### src/rtl/cayde_wb_sched.sv
// Writeback scheduler: round-robin arbitration of ALU/LSU writebacks onto the single
// register-file write port, plus a scoreboard that stalls issue on RAW/WAW hazards.
module cayde_wb_sched #(
    parameter int XLEN        = 32,
    parameter int STALL_CNT_W = 16
) (
    input  logic                   clk,
    input  logic                   rst,
    input  logic                   issue_valid_in,
    input  logic [4:0]             issue_rd_in,
    input  logic [4:0]             issue_rs1_in,
    input  logic [4:0]             issue_rs2_in,
    output logic                   issue_stall_out,
    input  logic                   wb0_valid_in,
    input  logic [4:0]             wb0_addr_in,
    input  logic [XLEN-1:0]        wb0_data_in,
    output logic                   wb0_ready_out,
    input  logic                   wb1_valid_in,
    input  logic [4:0]             wb1_addr_in,
    input  logic [XLEN-1:0]        wb1_data_in,
    output logic                   wb1_ready_out,
    input  logic                   flush_in,
    output logic                   rf_wen_out,
    output logic [4:0]             rf_waddr_out,
    output logic [XLEN-1:0]        rf_wdata_out,
    output logic [31:0]            busy_out,
    output logic [STALL_CNT_W-1:0] stall_cnt_out
);

    logic                   rr_r;
    logic                   grant0_s;
    logic                   grant1_s;
    logic                   accept_s;
    logic [4:0]             acc_addr_s;
    logic [XLEN-1:0]        acc_data_s;
    logic                   wen_r;
    logic [4:0]             waddr_r;
    logic [XLEN-1:0]        wdata_r;
    logic [31:0]            busy_r;
    logic [31:0]            busy_nxt_s;
    logic [STALL_CNT_W-1:0] stall_cnt_r;
    logic                   stall_s;
    logic                   issue_acc_s;

    // Scoreboard lookup; x0 can never be pending.
    function automatic logic busy_bit(input logic [31:0] vec, input logic [4:0] idx);
        logic hit;
        if (idx == 5'd0) begin
            hit = 1'b0;
        end else begin
            hit = vec[idx];
        end
        return hit;
    endfunction

    // Round-robin grant; rr_r set means wb1 owns the next tie.
    always_comb begin
        grant0_s   = 1'b0;
        grant1_s   = 1'b0;
        if (!rst) begin
            grant0_s = 1'b0;
            grant1_s = 1'b0;
        end else if (wb0_valid_in && wb1_valid_in) begin
            grant0_s = !rr_r;
            grant1_s = rr_r;
        end else begin
            grant0_s = wb0_valid_in;
            grant1_s = wb1_valid_in;
        end
        accept_s = grant0_s || grant1_s;
        if (grant1_s) begin
            acc_addr_s = wb1_addr_in;
            acc_data_s = wb1_data_in;
        end else begin
            acc_addr_s = wb0_addr_in;
            acc_data_s = wb0_data_in;
        end
    end

    // Hazard detection against registered scoreboard only.
    always_comb begin
        stall_s     = issue_valid_in && (busy_bit(busy_r, issue_rs1_in) ||
                                         busy_bit(busy_r, issue_rs2_in) ||
                                         busy_bit(busy_r, issue_rd_in));
        issue_acc_s = issue_valid_in && !stall_s;
    end

    // Scoreboard next state: commit clears, issue sets (set wins), flush overrides both.
    always_comb begin
        busy_nxt_s = busy_r;
        if (wen_r) begin
            busy_nxt_s[waddr_r] = 1'b0;
        end else begin
            busy_nxt_s = busy_nxt_s;
        end
        if (issue_acc_s && (issue_rd_in != 5'd0)) begin
            busy_nxt_s[issue_rd_in] = 1'b1;
        end else begin
            busy_nxt_s = busy_nxt_s;
        end
        if (flush_in) begin
            busy_nxt_s = 32'd0;
        end else begin
            busy_nxt_s = busy_nxt_s;
        end
        busy_nxt_s[0] = 1'b0;
    end

    // Arbitration pointer moves only on an actual grant.
    always_ff @(posedge clk or negedge rst) begin
        if (!rst) begin
            rr_r <= 1'b0;
        end else if (accept_s) begin
            rr_r <= grant0_s;
        end else begin
            rr_r <= rr_r;
        end
    end

    // Write stage: x0 transfers are accepted but never reach the register file.
    always_ff @(posedge clk or negedge rst) begin
        if (!rst) begin
            wen_r   <= 1'b0;
            waddr_r <= 5'd0;
            wdata_r <= {XLEN{1'b0}};
        end else if (accept_s && (acc_addr_s != 5'd0)) begin
            wen_r   <= 1'b1;
            waddr_r <= acc_addr_s;
            wdata_r <= acc_data_s;
        end else begin
            wen_r   <= 1'b0;
            waddr_r <= waddr_r;
            wdata_r <= wdata_r;
        end
    end

    // Scoreboard and saturating stall counter.
    always_ff @(posedge clk or negedge rst) begin
        if (!rst) begin
            busy_r      <= 32'd0;
            stall_cnt_r <= {STALL_CNT_W{1'b0}};
        end else begin
            busy_r <= busy_nxt_s;
            if (stall_s && (stall_cnt_r != {STALL_CNT_W{1'b1}})) begin
                stall_cnt_r <= stall_cnt_r + STALL_CNT_W'(1);
            end else begin
                stall_cnt_r <= stall_cnt_r;
            end
        end
    end

    assign wb0_ready_out   = grant0_s;
    assign wb1_ready_out   = grant1_s;
    assign issue_stall_out = stall_s;
    assign rf_wen_out      = wen_r;
    assign rf_waddr_out    = waddr_r;
    assign rf_wdata_out    = wdata_r;
    assign busy_out        = busy_r;
    assign stall_cnt_out   = stall_cnt_r;

endmodule

### config.mk
export PLATFORM = sky130hd
export DESIGN_NAME = cayde_wb_sched
export DESIGN_NICKNAME = d
export VERILOG_FILES = /design/src/rtl/cayde_wb_sched.sv
export SDC_FILE = /design/constraint.sdc
export NUM_CORES = 1
export LEC_CHECK = 0
export CORE_AREA = 2 2 105 107
export CTS_CLUSTER_DIAMETER = 100
export DETAILED_ROUTE_END_ITERATION = 8
export DIE_AREA = 0 0 107 109
export GPL_ROUTABILITY_DRIVEN = 0
export HOLD_SLACK_MARGIN = 0.12
export PLACE_DENSITY = 0.86
export RECOVER_POWER = 25
export SLEW_MARGIN = 10
export SYNTH_ARGS = -nofsm -noshare
export SYNTH_HDL_FRONTEND = slang
export SYNTH_SLANG_ARGS = --single-unit
### constraint.sdc
create_clock -name clk -period 12.25 [get_ports clk]
set_clock_uncertainty 0.1 [all_clocks]
set_input_delay 3.675 -clock clk [delete_from_list [all_inputs] [get_ports clk]]
set_output_delay 3.675 -clock clk [all_outputs]
set_load 0.005 [all_outputs]
======== Word-level counts from Yosys, hierarchy flattened ========
Cells that the tools add are included.
word-level totals
  memory bits (read-only) ................. 0
  latch bits .............................. 0
  input port bits ......................... 95
  word-level logic and storage cells ...... 58
  memory bits (writable) .................. 0
  register bits after elaboration ......... 86
  memories ................................ 0
cells by class
  $lt $le $gt $ge ......................... 6
  bitwise logic cells ..................... 3
  $add $sub $neg .......................... 1
  divide/modulo/power cells ............... 0
  multipliers ............................. 0
  mux-type cells .......................... 23
  eq/ne operators ......................... 1
  reduce and logical (&&, ||, !) cells .... 18
  shift-type cells ........................ 0
operator list
  cell                   count
  $mux 32                4
  $and 32x32->32         1
  $not 32->32            1
  $or 32x32->32          1
  $lt 5x6->1 const B     4
  $add 16x1->16 const B  1
  $ne 16x16->1 const B   1
  $bmux 1 s5             3
  $logic_not 5->1        3
  $mux 1                 13
  $demux 1 s5            2
  $ge 5x1->1 const B     2
  $reduce_bool 5->1      2
  $logic_and 1x1->1      8
  $mux 5                 1
  $logic_or 1x1->1       3
  $logic_not 1->1        2

======== Longest topological paths before layout ========
  depth in word-level cells ............... 11
  mapped depth ............................ 10
  gate-level depth less buffers ........... 8

======== Least setup slack after synthesis ========
No wires, ideal clock.
  kind .................................... input-to-output
  from .................................... input issue_rs2_in[2]
  to ...................................... output issue_stall_out
  path buffers ............................ 2
  cell stages on the path ................. 8
  path slack .............................. 3164 ps
  data arrival time ....................... 5311 ps
  cell sequence ........................... buf_2 > mux2i_1 > mux4_1 > mux2_2 > o2111ai_1 > nand4b_1 > buf_2 > and2_1
between the ends
  longest elaborated chain between the ends .. 6
  elaborated cells between the ends (all ways) .. 7
ends and longest elaborated chain
  element                       RTL line  source
  start: declaration            12        input logic [4:0] issue_rs2_in,
  $bmux 1 s5                    51        hit = vec[idx];
  $mux 1 (not written as such)  51
  $mux 1 (*)                    48        if (idx == 5'd0) begin
  $logic_or 1x1->1 (*)          82        stall_s = issue_valid_in && (busy_bit(busy_r, issue_rs1_in) ||
  $logic_or 1x1->1 (*)          83        busy_bit(busy_r, issue_rs2_in) ||
  $logic_and 1x1->1 (*)         82
  end: declaration              13        output logic issue_stall_out,
Mark *: on every way between the ends. The rest lies on a longest branch, timed or not. The select of a mux whose other input is x is not followed.

======== Worst setup path after layout ========
  from .................................... input rst
  to ...................................... output wb1_ready_out
between the ends
  longest elaborated chain between the ends .. 1
ends and longest elaborated chain
  element             RTL line  source
  start: declaration  8         input logic rst,
  $mux 1              60        if (!rst) begin
  end: declaration    21        output logic wb1_ready_out,
Every way passes these cells.

==> impl_results.md <==
* Async set or reset register ratio after synthesis at 1.00
* CP Data Arrival Time at slightly below 7 ns
* Switching power of the nets at roughly 230 uW
* Max_slew headroom at -0.737
* Mean number of vias per cell at 5.82
* Share of layout cells above drive strength 1 at 0.0770
* Vias at 4897
* Initial antenna violation count at 0
* Clock sink total at 86
* First-pass DRT Iterations at 5
* Sequential element share of the synthesized area at 0.429
* Number of DRC markers in iteration 0 at 260
* Clock network power share at 0.270
* Final setup TNS at 0 ns
* Placed cell area at 6880 um^2
* Largest net degree at the start of global routing at 55
* Ys flop type: dfrtp_1
* Flop pwr share at 0.457
* Worst-Margin Slew at 2.61 ns
* ANT nets after route at 0
* Most common cell in the netlist: nand2_1
* Critical path peak fanout at 44
* Nets at 792
* Worst path required time at around 8.5 ns
* Synthesized cell area at around 5000 um^2
* Die Span Y at 109 um
* Maximum VDD drop at 0.0722 mV
* Reg2Reg Setup Slack at 9.20 ns
* Drt total wl at 15.2 mm
* Final instance area at 7080 um^2
* Post-synthesis net count at 631
* Hold buffers post-CTS at 0
* DIE WIDTH at 107 um
* Num CTS Buffers at 9
* Highest Clock Rate at approximately 93 MHz
* RSZ-0062 raised after global routing: false
* Row count at 38
* Htree depth at 3
* CP Launch Type: primary input
* Clock root buffer master: clkbuf_8
* Failing checks: max-capacitance violations, max-slew violations
* Wire length of the first global-routing pass at 24.3 mm
* Internal Power at 542 uW
* Top Ports at 184
* Flops & latches, synth at 86
* Post-CTS setup buffers at 0
* Pleak at approximately 0.0028 uW
* Syn Area/Cell at 9.37 um^2
* Post-DP HPWL at 11.3 mm
* GRT Util Overall at 0.264
* Final Hold Vio Count at 0
* Post-synth top area cell: dfrtp_1
* Yosys top cell area share at 0.429
* Yosys warns at 0
* Hold path depth at 1
* R2R depth at 8
* CTS Buffer Depth at 2
* Yosys cell types at 48
* Post-CTS sizing at 0
* Area growth from synthesis to layout at 41.1%
* Final Critical Period at roughly 11 ns
* Initial Util at 0.473
* WS Path Type: in2out
* Most common library cells after synthesis: 96 x nand2_1, 86 x dfrtp_1, 43 x a31oi_1, 41 x nor2_1, 35 x o21ai_0
* ANT cells at 0
* Post-DR wirelength/cell at 18.1 um
* Worst min path class: reg2reg
* Final core occ at 0.667
* Period utilization at 0.874
* Final setup viols at 0
* Logic pwr share at 0.273
* Slew Viols, Final at 95
* Port bufs at 182
* CP endpoint kind: primary output
* Gr ovfl total at 0
* Area contributors post-synth: dfrtp_1 43%, nand2_1 7.2%, a31oi_1 5.4%
* Max-Cap Viols at 2
* Die area at 11700 um^2
* Post-synth EDFFs at 0
* Switching Fraction at 0.300
* Pwr Density at 109 nW/um^2
* Core Box Area at 10600 um^2
* Post-Place Worst Slack at 1.94 ns
* Vias in the first global route at 4864
* DRC Markers at 0
* Status: finished, violations left
* Post-route setup slack at 1.55 ns
* Mapped Cells at 535
* Skew-Pair Late Insertion Delay at 0.36 ns
* CTS tree: built
* CTS clk-pin slew, worst paths at 0.09 ns
layout by cell type, fill, tap and decap left out, types with 7 or more instances in the layout:
| master | n |
|---|---|
| o21ai_0 | 35 |
| clkdlybuf4s50_1 | 181 |
| and3_1 | 7 |
| nor2b_1 | 16 |
| o21ai_2 | 8 |
| mux2_2 | 7 |
| nor2_1 | 41 |
| inv_1 | 8 |
| nand2_1 | 96 |
| o31ai_1 | 8 |
| nand3_1 | 13 |
| clkbuf_8 | 10 |
| nand4_1 | 10 |
| mux4_2 | 11 |
| a31oi_1 | 43 |
| nand3b_1 | 23 |
| xnor2_1 | 14 |
| dfrtp_1 | 86 |
| mux2i_1 | 12 |
metrics by stage:
step           std cells  total power [uW]  hold WS [ns]
2_1_floorplan        535               435         0.375
3_3_place_gp         825               564         0.388
3_5_place_dp         825               570         0.405
4_1_cts              841               780         0.419
5_1_grt              841               818         0.443
6_report             841               774         0.424
cells by family (layout without fill, tap and decap cells):
kind of cell | count (synthesis) | count (layout) | synth area share
AND/OR/NAND/NOR | 243 | 243 | 0.246
buffers and inverters | 45 | 211 | 0.0414
XOR/XNOR | 14 | 14 | 0.0245
other | 1 | 1 | 0.000748
adder cells (fa/ha/maj) | 1 | 1 | 0.00249
flip-flops | 86 | 86 | 0.429
AO/OA/AOI/OAI | 109 | 109 | 0.136
multiplexers | 36 | 36 | 0.121
power groups by stage:
stage / clock network (uW) / registers, uW / logic (uW)
after floorplan: 0 / 351 / 84.2
after global placement: 0 / 356 / 208
after detailed placement: 0 / 359 / 212
after CTS: 213 / 354 / 213
after global routing: 226 / 360 / 232
final: 209 / 354 / 211
registers in the layout, summed over array words and instances (netlist names):
| name | count |
|---|---|
| rf_waddr_out | 5 |
| rf_wdata_out | 32 |
| rr_r | 1 |
| busy_out | 31 |
| rf_wen_out | 1 |
| stall_cnt_out | 16 |
final timing paths:
kind,start,endpoint
max reg2reg,busy_out[18]$_DFF_PN0_,busy_out[23]$_DFF_PN0_
max in group asynchronous,rst,busy_out[29]$_DFF_PN0_
max,rst,wb1_ready_out
min in group asynchronous,rst,rf_wdata_out[25]$_DFFE_PN0P_
min,stall_cnt_out[3]$_DFFE_PN0P_,stall_cnt_out[3]$_DFFE_PN0P_
min reg2reg,stall_cnt_out[3]$_DFFE_PN0P_,stall_cnt_out[3]$_DFFE_PN0P_
layer usage:
metal	wire (um)	vias up	global-route usage
li1	-	2249	-
met3	1690	30	0.0867
met4	310	0	0.106
met1	6150	2329	0.343
met2	7080	289	0.411
met5	0	-	0
critical path: stages:
cell,delay (ns)
clkbuf_1,1.55
nand2_1,0.15
buf_4,0.36
inv_2,0.51
clkdlybuf4s50_1,0.64
cell type report:
class                      instances  area [um^2]
fill                             816         3530
multi-input combinational        404         2670
sequential                        86         2150
timing repair buffer             186         1840
tap                              140          175
clock buffer                      10          138
clock inverter                     6         70.1
inverter                           9         33.8
Power figures use the tool's default switching activity.
